### config.mk
export PLATFORM = sky130hd
export DESIGN_NAME = bin2bcd_seq
export DESIGN_NICKNAME = d
export VERILOG_FILES = /design/src/rtl/bin2bcd_seq.sv
export SDC_FILE = /design/constraint.sdc
export NUM_CORES = 1
export LEC_CHECK = 0
export ABC_AREA = 1
export CAP_MARGIN = 20
export CORE_MARGIN = 2
export CORE_UTILIZATION = 58
export DETAILED_ROUTE_END_ITERATION = 10
export PLACE_DENSITY = 0.95
export SLEW_MARGIN = 10
export SYNTH_ARGS = -nofsm -noshare
export SYNTH_HDL_FRONTEND = slang
export SYNTH_SLANG_ARGS = --single-unit
### constraint.sdc
create_clock -name clk -period 3.91 [get_ports clk]
set_input_delay 0.782 -clock clk [delete_from_list [all_inputs] [get_ports clk]]
set_output_delay 0.782 -clock clk [all_outputs]
set_load 0.03 [all_outputs]
### src/rtl/bin2bcd_seq.sv
// Binary to packed-BCD converter: sequential double-dabble datapath, one shift per clock.
// Latency: a word accepted at edge N gives out_valid after edge N+BIN_W; one word per BIN_W+2 cycles.
// Backpressure: the result is held while out_ready=0, and in_ready stays low from accept until the result is taken.
//
// Ports:
//   clk, rst_n            clock (rising edge), asynchronous active-low reset
//   in_valid/in_ready     input handshake; in_bin is sampled on the accept edge
//   in_bin[BIN_W]         unsigned word, or two's complement when SIGNED=1
//   out_valid/out_ready   output handshake; all out_* stay stable while out_valid=1
//   out_bcd[4*DIGITS]     packed BCD magnitude (mod 10^DIGITS), ones digit in [3:0]
//   out_neg               input was negative (SIGNED=1 only)
//   out_ovf               magnitude did not fit in DIGITS digits
//   out_lz[DIGITS]        bit i (i>=1) set when digit i and all higher digits are zero
module bin2bcd_seq #(
  parameter int BIN_W  = 16,
  parameter int DIGITS = 5,
  parameter int SIGNED = 0
) (
  input  logic                  clk,
  input  logic                  rst_n,
  input  logic                  in_valid,
  output logic                  in_ready,
  input  logic [BIN_W-1:0]      in_bin,
  output logic                  out_valid,
  input  logic                  out_ready,
  output logic [4*DIGITS-1:0]   out_bcd,
  output logic                  out_neg,
  output logic                  out_ovf,
  output logic [DIGITS-1:0]     out_lz
);

  localparam int CNT_W = $clog2(BIN_W + 1);
  localparam int BCD_W = 4 * DIGITS;

  typedef enum logic [1:0] {IDLE, SHIFT, DONE} state_t;

  state_t             state_q, state_d;
  logic [BCD_W-1:0]   dig_q;
  logic [BIN_W-1:0]   mag_q;
  logic [CNT_W-1:0]   cnt_q;
  logic               neg_q;
  logic               ovf_q;

  logic               accept;
  logic               last_shift;
  logic               in_is_neg;
  logic [BIN_W-1:0]   mag_in;
  logic [BCD_W-1:0]   dig_adj;
  logic [BCD_W-1:0]   dig_shift;
  logic [BIN_W-1:0]   mag_shift;
  logic               ovf_bit;
  logic [DIGITS-1:0]  lz_next;

  assign in_ready   = (state_q == IDLE);
  assign out_valid  = (state_q == DONE);
  assign accept     = in_valid && in_ready;
  assign last_shift = (state_q == SHIFT) && (cnt_q == CNT_W'(1));

  // Negation stays BIN_W bits wide, so the most negative value maps to 2^(BIN_W-1).
  assign in_is_neg = (SIGNED != 0) && in_bin[BIN_W-1];
  assign mag_in    = in_is_neg ? (~in_bin + 1'b1) : in_bin;

  // Add-3 on every digit >= 5; 4-bit result, no inter-digit carry.
  always_comb begin
    dig_adj = '0;
    for (int i = 0; i < DIGITS; i++) begin
      if (dig_q[4*i +: 4] >= 4'd5)
        dig_adj[4*i +: 4] = dig_q[4*i +: 4] + 4'd3;
      else
        dig_adj[4*i +: 4] = dig_q[4*i +: 4];
    end
  end

  // Shift {digits, magnitude} left; the bit falling off the top digit means the
  // value needs more digits than we have.
  assign ovf_bit   = dig_adj[BCD_W-1];
  assign dig_shift = {dig_adj[BCD_W-2:0], mag_q[BIN_W-1]};
  assign mag_shift = {mag_q[BIN_W-2:0], 1'b0};

  // Leading-zero flags from the digits produced by the final shift.
  always_comb begin
    logic all_zero;
    lz_next  = '0;
    all_zero = 1'b1;
    for (int i = DIGITS - 1; i >= 1; i--) begin
      all_zero   = all_zero && (dig_shift[4*i +: 4] == 4'd0);
      lz_next[i] = all_zero;
    end
  end

  always_comb begin
    state_d = state_q;
    case (state_q)
      IDLE:    if (accept)              state_d = SHIFT;
      SHIFT:   if (last_shift)          state_d = DONE;
      DONE:    if (out_ready)           state_d = IDLE;
      default:                          state_d = IDLE;
    endcase
  end

  always_ff @(posedge clk or negedge rst_n) begin
    if (!rst_n) state_q <= IDLE;
    else        state_q <= state_d;
  end

  always_ff @(posedge clk or negedge rst_n) begin
    if (!rst_n) begin
      dig_q   <= '0;
      mag_q   <= '0;
      cnt_q   <= '0;
      neg_q   <= 1'b0;
      ovf_q   <= 1'b0;
      out_bcd <= '0;
      out_neg <= 1'b0;
      out_ovf <= 1'b0;
      out_lz  <= '0;
    end else begin
      if (accept) begin
        dig_q <= '0;
        mag_q <= mag_in;
        cnt_q <= CNT_W'(BIN_W);
        neg_q <= in_is_neg;
        ovf_q <= 1'b0;
      end else if (state_q == SHIFT) begin
        dig_q <= dig_shift;
        mag_q <= mag_shift;
        cnt_q <= cnt_q - 1'b1;
        ovf_q <= ovf_q | ovf_bit;
      end
      // Result registers load once, on the last shift, and hold through DONE.
      if (last_shift) begin
        out_bcd <= dig_shift;
        out_neg <= neg_q;
        out_ovf <= ovf_q | ovf_bit;
        out_lz  <= lz_next;
      end
    end
  end

endmodule

==> impl_metrics.csv, run 1 <==
group,metric,value,unit
sta,rsz0062_at_grt,"no",
sta,relSlewSlack,51.1,%
outcome,status,"completed",
min_path,whs_endpoint,"out_bcd[18]$_DFFE_PN0P_",
global_routing,grt_antenna_before_repair,0,
clock_network,cts_buffers,9,
yosys,synthDistinctLibCells,29,
floorplan,io_pins,49,
global_routing,overflow,0,
yosys,synthTopCellsByCount,"94 x nand2_1, 69 x dfrtp_1, 57 x inv_1",
yosys,ys_seq_area_share,52.7,%
clock_network,cts_sinks,69,
clock_network,clk_latency,350,ps
floorplan,die_w,79.2,microns
floorplan,coreArea,5470,sq um
yosys,synth-seq-cells,69,
critical_path,cp.arrival,1630,ps
floorplan,die_y,79.2,microns
critical_path,rrSetupSlack,1590,ps
yosys,ys_warn_count,0,
sta,slew_violations,0,
yosys,synth_edf_count,0,
flow_run,maxCapViolCount,0,
yosys,syn_inst,379,
critical_path,r2r_cells,6,
routing,vias_per_cell,5.52,
clock_network,root_buffer,"clkbuf_8",
critical_path,timing.rr.end,"mag_q[15]$_DFFE_PN0P_",
global_routing,grt_max_degree,38,
clock_network,post_cts_buffers,0,
critical_path,start_kind,"flip-flop",
critical_path,worstPathMaxFanout,3,
sta,fin_skew,5.66,ps
pwr,p_leak,1.92,nW
critical_path,worstSetupPathType,"reg -> out",
floorplan,fp-row-count,27,
placed_design,place_hpwl,5070,microns
finish,layout-drive-gt1-share,5.56,%
clock_network,path_clk_slew,70,ps
finish,insertedDiodeCount,0,
yosys,synth_area_leaders,"dfrtp_1 53%, nand2_1 11%, inv_1 6.5%",
sta,setup_viol,0,
yosys,synth_top_cell_area_share,52.7,%
routing,route.detailed.drc,0,
sta,tns,0,ps
yosys,synth_top_area_cell,"dfrtp_1",
pwr,p_total,3.43,mW
yosys,synthArstFlopShare,100,%
yosys,synth.avg_cell_area,8.65,sq um
floorplan,die_area,6270,sq um
routing,routed_wl,6990,microns
min_path,worstHoldPathCells,2,
routing,ant_nets,0,
yosys,yosysMostFrequentCell,"nand2_1",
routing,drtIter0Drc,132,
sta,hold_viol,0,
clock_network,ctsResizeCount,0,
clock_network,htree_levels,3,
global_routing,grt_pass1_vias,2592,
routing,drt_pass1_iterations,4,
critical_path,required,3130,ps
yosys,mappedNetlistArea,3280,sq um
min_path,hp-class,"reg -> reg",
routing,wl_per_cell,13.9,microns
global_routing,grt_pass1_wl,11600,microns
min_path,worstHoldStart,"out_bcd[18]$_DFFE_PN0P_",
sta,max_freq,0.415,GHz
routing,num_vias,2781,
global_routing,grt_use_total,24.6,%
critical_path,worstSetupEndpointType,"output pin",
sta,min_period,2410,ps
clock_network,holdBufCountCts,0,
yosys,synthFlopType,"dfrtp_1",
floorplan,start_util,59.9,%
pwr,ir_worst_vdd,0.364,mV
clock_network,cts_tree,"done",
clock_network,cts.path.max_buffers,2,
pwr,powerDensity,871,nW/um^2
sta,worst_pin_slew,733,ps
finish,fin_nets,459,
critical_path,rr_startpoint,"state_q[0]$_DFFE_PN0P_",
sta,fin_crit_sh,61.6,%
placed_design,place_congestion,0.897,
finish,area_growth,20.1,%
placed_design,io_buffers,46,
critical path, stage by stage (launching register included):
cell             delay, ps
dfrtp_1                420
nor2_1                 160
clkdlybuf4s50_1        690
flip-flops by register name, indices dropped and copies added (netlist names):
signal,count
dig_q,20
out_bcd,20
mag_q,16
cnt_q,5
out_lz,4
state_q,2
out_ovf,1
ovf_q,1
worst max-delay path by stage:
| stage | to | slack, ps | from |
|---|---|---|---|
| 2_1_floorplan | mag_q[10]$_DFFE_PN0P_ | 2120 | state_q[1]$_DFFE_PN0P_ |
| 3_3_place_gp | mag_q[9]$_DFFE_PN0P_ | 1380 | in_valid |
| 3_5_place_dp | mag_q[10]$_DFFE_PN0P_ | 1350 | in_valid |
| 4_1_cts | in_ready | 1500 | state_q[1]$_DFFE_PN0P_ |
| 5_1_grt | mag_q[15]$_DFFE_PN0P_ | 1400 | state_q[0]$_DFFE_PN0P_ |
| 6_report | in_ready | 1500 | state_q[1]$_DFFE_PN0P_ |
cell type report:
| cell class | count | area [sq um] |
|---|---|---|
| repair buffers | 50 | 485 |
| multi-input cells | 237 | 1260 |
| flip-flops and latches | 69 | 1730 |
| well taps | 72 | 90.1 |
| clock buffers | 14 | 143 |
| inverters | 60 | 225 |
| clock inverters | 2 | 10.0 |
| fillers | 412 | 1540 |
kinds of logic after synthesis:
group / count (synthesis) / synth area share (%)
compound gates: 83 / 15.5
xor+xnor: 4 / 1.07
fa+ha+maj: 12 / 4.58
buf+inv: 74 / 9.08
flops: 69 / 52.7
other cells: 1 / 0.114
simple gates: 136 / 17.0
per-layer routing:
metal / global-route usage (%) / part of all wire [%] / wire [microns]
met5: 0 / 0 / 0
met3: 7.61 / 4.9 / 346
met4: 13.3 / 3.1 / 220
met1: 29.2 / 41 / 2830
met2: 40.2 / 51 / 3590
power breakdown:
part           switching (mW)  total (mW)  leakage (nW)  internal [mW]
Sequential              0.180        1.21         0.874           1.03
Combinational            1.12        1.74         0.968          0.622
Clock                   0.254       0.483        0.0784          0.229
Total                    1.55        3.43          1.92           1.88
layout by cell type, fill, tap and decap left out:
| master | count |
|---|---|
| a21boi_0 | 2 |
| nor2_1 | 21 |
| clkbuf_8 | 9 |
| clkdlybuf4s50_1 | 45 |
| nand3_1 | 11 |
| buf_4 | 4 |
| a22oi_1 | 1 |
| o22ai_1 | 18 |
| o21a_1 | 1 |
| buf_2 | 1 |
| clkinv_2 | 2 |
| o221ai_1 | 13 |
| nor2_4 | 1 |
| nor3_1 | 2 |
| a21oi_1 | 6 |
| clkbuf_1 | 5 |
| xor2_1 | 4 |
| nand4_2 | 1 |
| inv_1 | 57 |
| nand2_1 | 94 |
| o211ai_1 | 3 |
| or2_2 | 2 |
| conb_1 | 2 |
| o31ai_1 | 1 |
| nand4_1 | 2 |
| nor2_2 | 2 |
| ha_1 | 12 |
| clkinv_1 | 1 |
| dfrtp_1 | 69 |
| o21ai_0 | 38 |
| inv_2 | 2 |
through the flow:
| step | cells | utilization, % | cell area (sq um) | hold WS [ps] | worst slack, ps |
|---|---|---|---|---|---|
| detailed placement | 488 | 69.2 | 3780 | 471 | 1350 |
| floorplan | 380 | - | 3280 | 457 | 2120 |
| finish | 504 | 71.9 | 3940 | 483 | 1500 |
| global placement | 488 | 69.2 | 3780 | 464 | 1380 |
| global route | 504 | 71.9 | 3940 | 507 | 1400 |
| CTS | 504 | 71.9 | 3940 | 489 | 1500 |
(Power assumes the default switching activity.)
==> run 2, diff against run 1 <==
- CORE_UTILIZATION: 58 -> 49
- PLACE_DENSITY: 0.95 -> 0.86
- clock period: 3.91 -> 1.93 ns (I/O delays scaled with it)
==> impl_metrics.csv, run 2 (same netlist as run 1, synthesis figures left out) <==
group,metric,value,unit
clock_network,cts_sinks,69,
outcome,violations,"DRC",
min_path,hp-class,"in -> async",
pwr,power.net_switching,3.20,mW
clock_network,holdBufCountCts,0,
routing,drtIter0Drc,240,
floorplan,coreArea,6420,sq um
critical_path,cp.depth,1,
floorplan,die_area,7360,sq um
flow_run,maxCapViolCount,0,
finish,insertedDiodeCount,0,
finish,regArea,1730,sq um
critical_path,cpPeakStageDelay,690,ps
pwr,powerDensity,1830,nW/um^2
pwr,power.share.sequential,32.7,%
critical_path,slowest_stage,"clkdlybuf4s50_1",
routing,m1WireLength,3030,microns
critical_path,timing.rr.end,"out_lz[1]$_DFFE_PN0P_",
sta,min_period,1810,ps
finish,top_regs,"dig_q (20), out_bcd (20), mag_q (16)",
floorplan,fp-row-count,29,
sta,holdWs,39.7,ps
critical_path,required,1540,ps
routing,route.met3.wl,372,microns
floorplan,start_util,51.0,%
floorplan,die_y,85.8,microns
critical_path,cp_cell_sequence,"clkdlybuf4s50_1",
critical_path,cp.arrival,1420,ps
routing,drt_pass1_iterations,7,
global_routing,grt_pass1_vias,2802,
routing,route.detailed.drc,6,
placed_design,place_hpwl,5160,microns
global_routing,grt_pass1_wl,12500,microns
routing,routed.top_layer,"met4",
routing,ant_nets,0,
placed_design,place_congestion,0.857,
global_routing,grt_use_total,21.7,%
finish,multiInputGateArea,1270,sq um
global_routing,grt_max_degree,70,
critical_path,critPathBufInv,1,
sta,setup_viol,0,
clock_network,cts_buffers,9,
finish,fin_nets,466,
critical_path,rr_startpoint,"dig_q[8]$_DFFE_PN0P_",
finish,final_common_cell,"nand2_1",
finish,final_cell_mix,"93 x nand2_1, 69 x dfrtp_1, 57 x inv_1",
floorplan,io_pins,49,
pwr,netSwitchingFraction,42.7,%
finish,nFillCells,520,
finish,area_growth,25.2,%
routing,num_vias,2772,
clock_network,clk_latency,340,ps
pwr,p_leak,2.01,nW
finish,layout-drive-gt1-share,8.66,%
critical_path,rrSetupSlack,190,ps
pwr,intPower,4.30,mW
placed_design,io_buffers,46,
pwr,ir_worst_vdd,0.791,mV
clock_network,cts.path.max_buffers,2,
critical_path,start_kind,"flip-flop",
critical_path,crit_family,"buffers and inverters",
sta,fin_skew,9.89,ps
routing,wl_per_cell,14.1,microns
sta,fin_ws,120,ps
clock_network,root_buffer,"clkbuf_8",
pwr,p_clk_share,17.5,%
sta,max_freq,0.553,GHz
placed_design,dpl_worst_slack,173,ps
pwr,combPwrFrac,49.8,%
critical_path,r2r_cells,10,
global_routing,overflow,0,
critical_path,worstSetupEndpointType,"output pin",
outcome,status,"finished with violations",
critical_path,worstSetupPathType,"reg -> out",
sta,slew_violations,0,
critical_path,setup.worst_path.start,"out_lz[3]$_DFFE_PN0P_",
sta,tns,0,ps
sta,fin_crit_sh,93.8,%
global_routing,grt_antenna_before_repair,0,
floorplan,die_w,85.8,microns
routing,routed_wl,7260,microns
clock_network,htree_levels,3,
routing,routed-wl-met2,3720,microns
critical_path,worstPathMaxFanout,2,
clock_network,cts_tree,"done",
routing,vias_per_cell,5.37,
critical_path,crit_end,"out_lz[3]",
clock_network,path_clk_slew,60,ps
pwr,p_total,7.50,mW
sta,hold_viol,0,
[run 2: cell type report]
cell class,instances,share of cell area (%)
clock buffers,12,3.78
repair buffers,57,13.7
well taps,77,2.35
flip-flops and latches,69,42.1
multi-input cells,237,30.9
clock inverters,4,1.71
inverters,60,5.49
[run 2: repair_timing]
| action | CTS | global route |
|---|---|---|
| resized for setup | 2 | 4 |
| setup endpoints to repair | 2 | 3 |
| pin swaps | 0 | 1 |
| buffers inserted | 0 | 2 |
[run 2: power groups by stage]
stage	logic [mW]	clock network [mW]	registers, mW
after global routing	4.18	1.40	2.52
after CTS	3.63	1.34	2.45
after floorplan	2.09	0	2.75
after global placement	3.43	0	2.42
final	3.73	1.31	2.45
after detailed placement	3.63	0	2.47
[run 2: worst min-delay path by stage]
stage | startpoint | depth (start not counted) | endpoint | slack [ps]
6_report | rst_n | 2 | out_bcd[7]$_DFFE_PN0P_ | 40
3_5_place_dp | rst_n | 2 | out_bcd[7]$_DFFE_PN0P_ | 430
4_1_cts | rst_n | 2 | out_lz[4]$_DFFE_PN0P_ | 60
3_3_place_gp | rst_n | 2 | out_bcd[7]$_DFFE_PN0P_ | 440
2_1_floorplan | rst_n | 0 | cnt_q[0]$_DFFE_PN0P_ | 90
5_1_grt | rst_n | 2 | dig_q[0]$_DFFE_PN0P_ | 80
[run 2: per-stage QoR]
step / utilization, % / cells / instance area [sq um]
floorplan: - / 380 / 3280
CTS: 63.5 / 514 / 4080
global placement: 60.0 / 498 / 3850
finish: 63.9 / 516 / 4100
detailed placement: 60.0 / 498 / 3850
global route: 63.9 / 516 / 4100
[run 2: metal layers]
layer | up-vias | track usage, %
met5 | - | 0
met4 | 0 | 7.36
met2 | 77 | 38.2
met1 | 1339 | 25.3
met3 | 16 | 6.16
li1 | 1340 | -
==> run 3, diff against run 2 <==
- CTS_CLUSTER_DIAMETER: unset -> 30
==> results of run 3 <==
The final DEF is identical to that of run 2; final timing and power are the same.
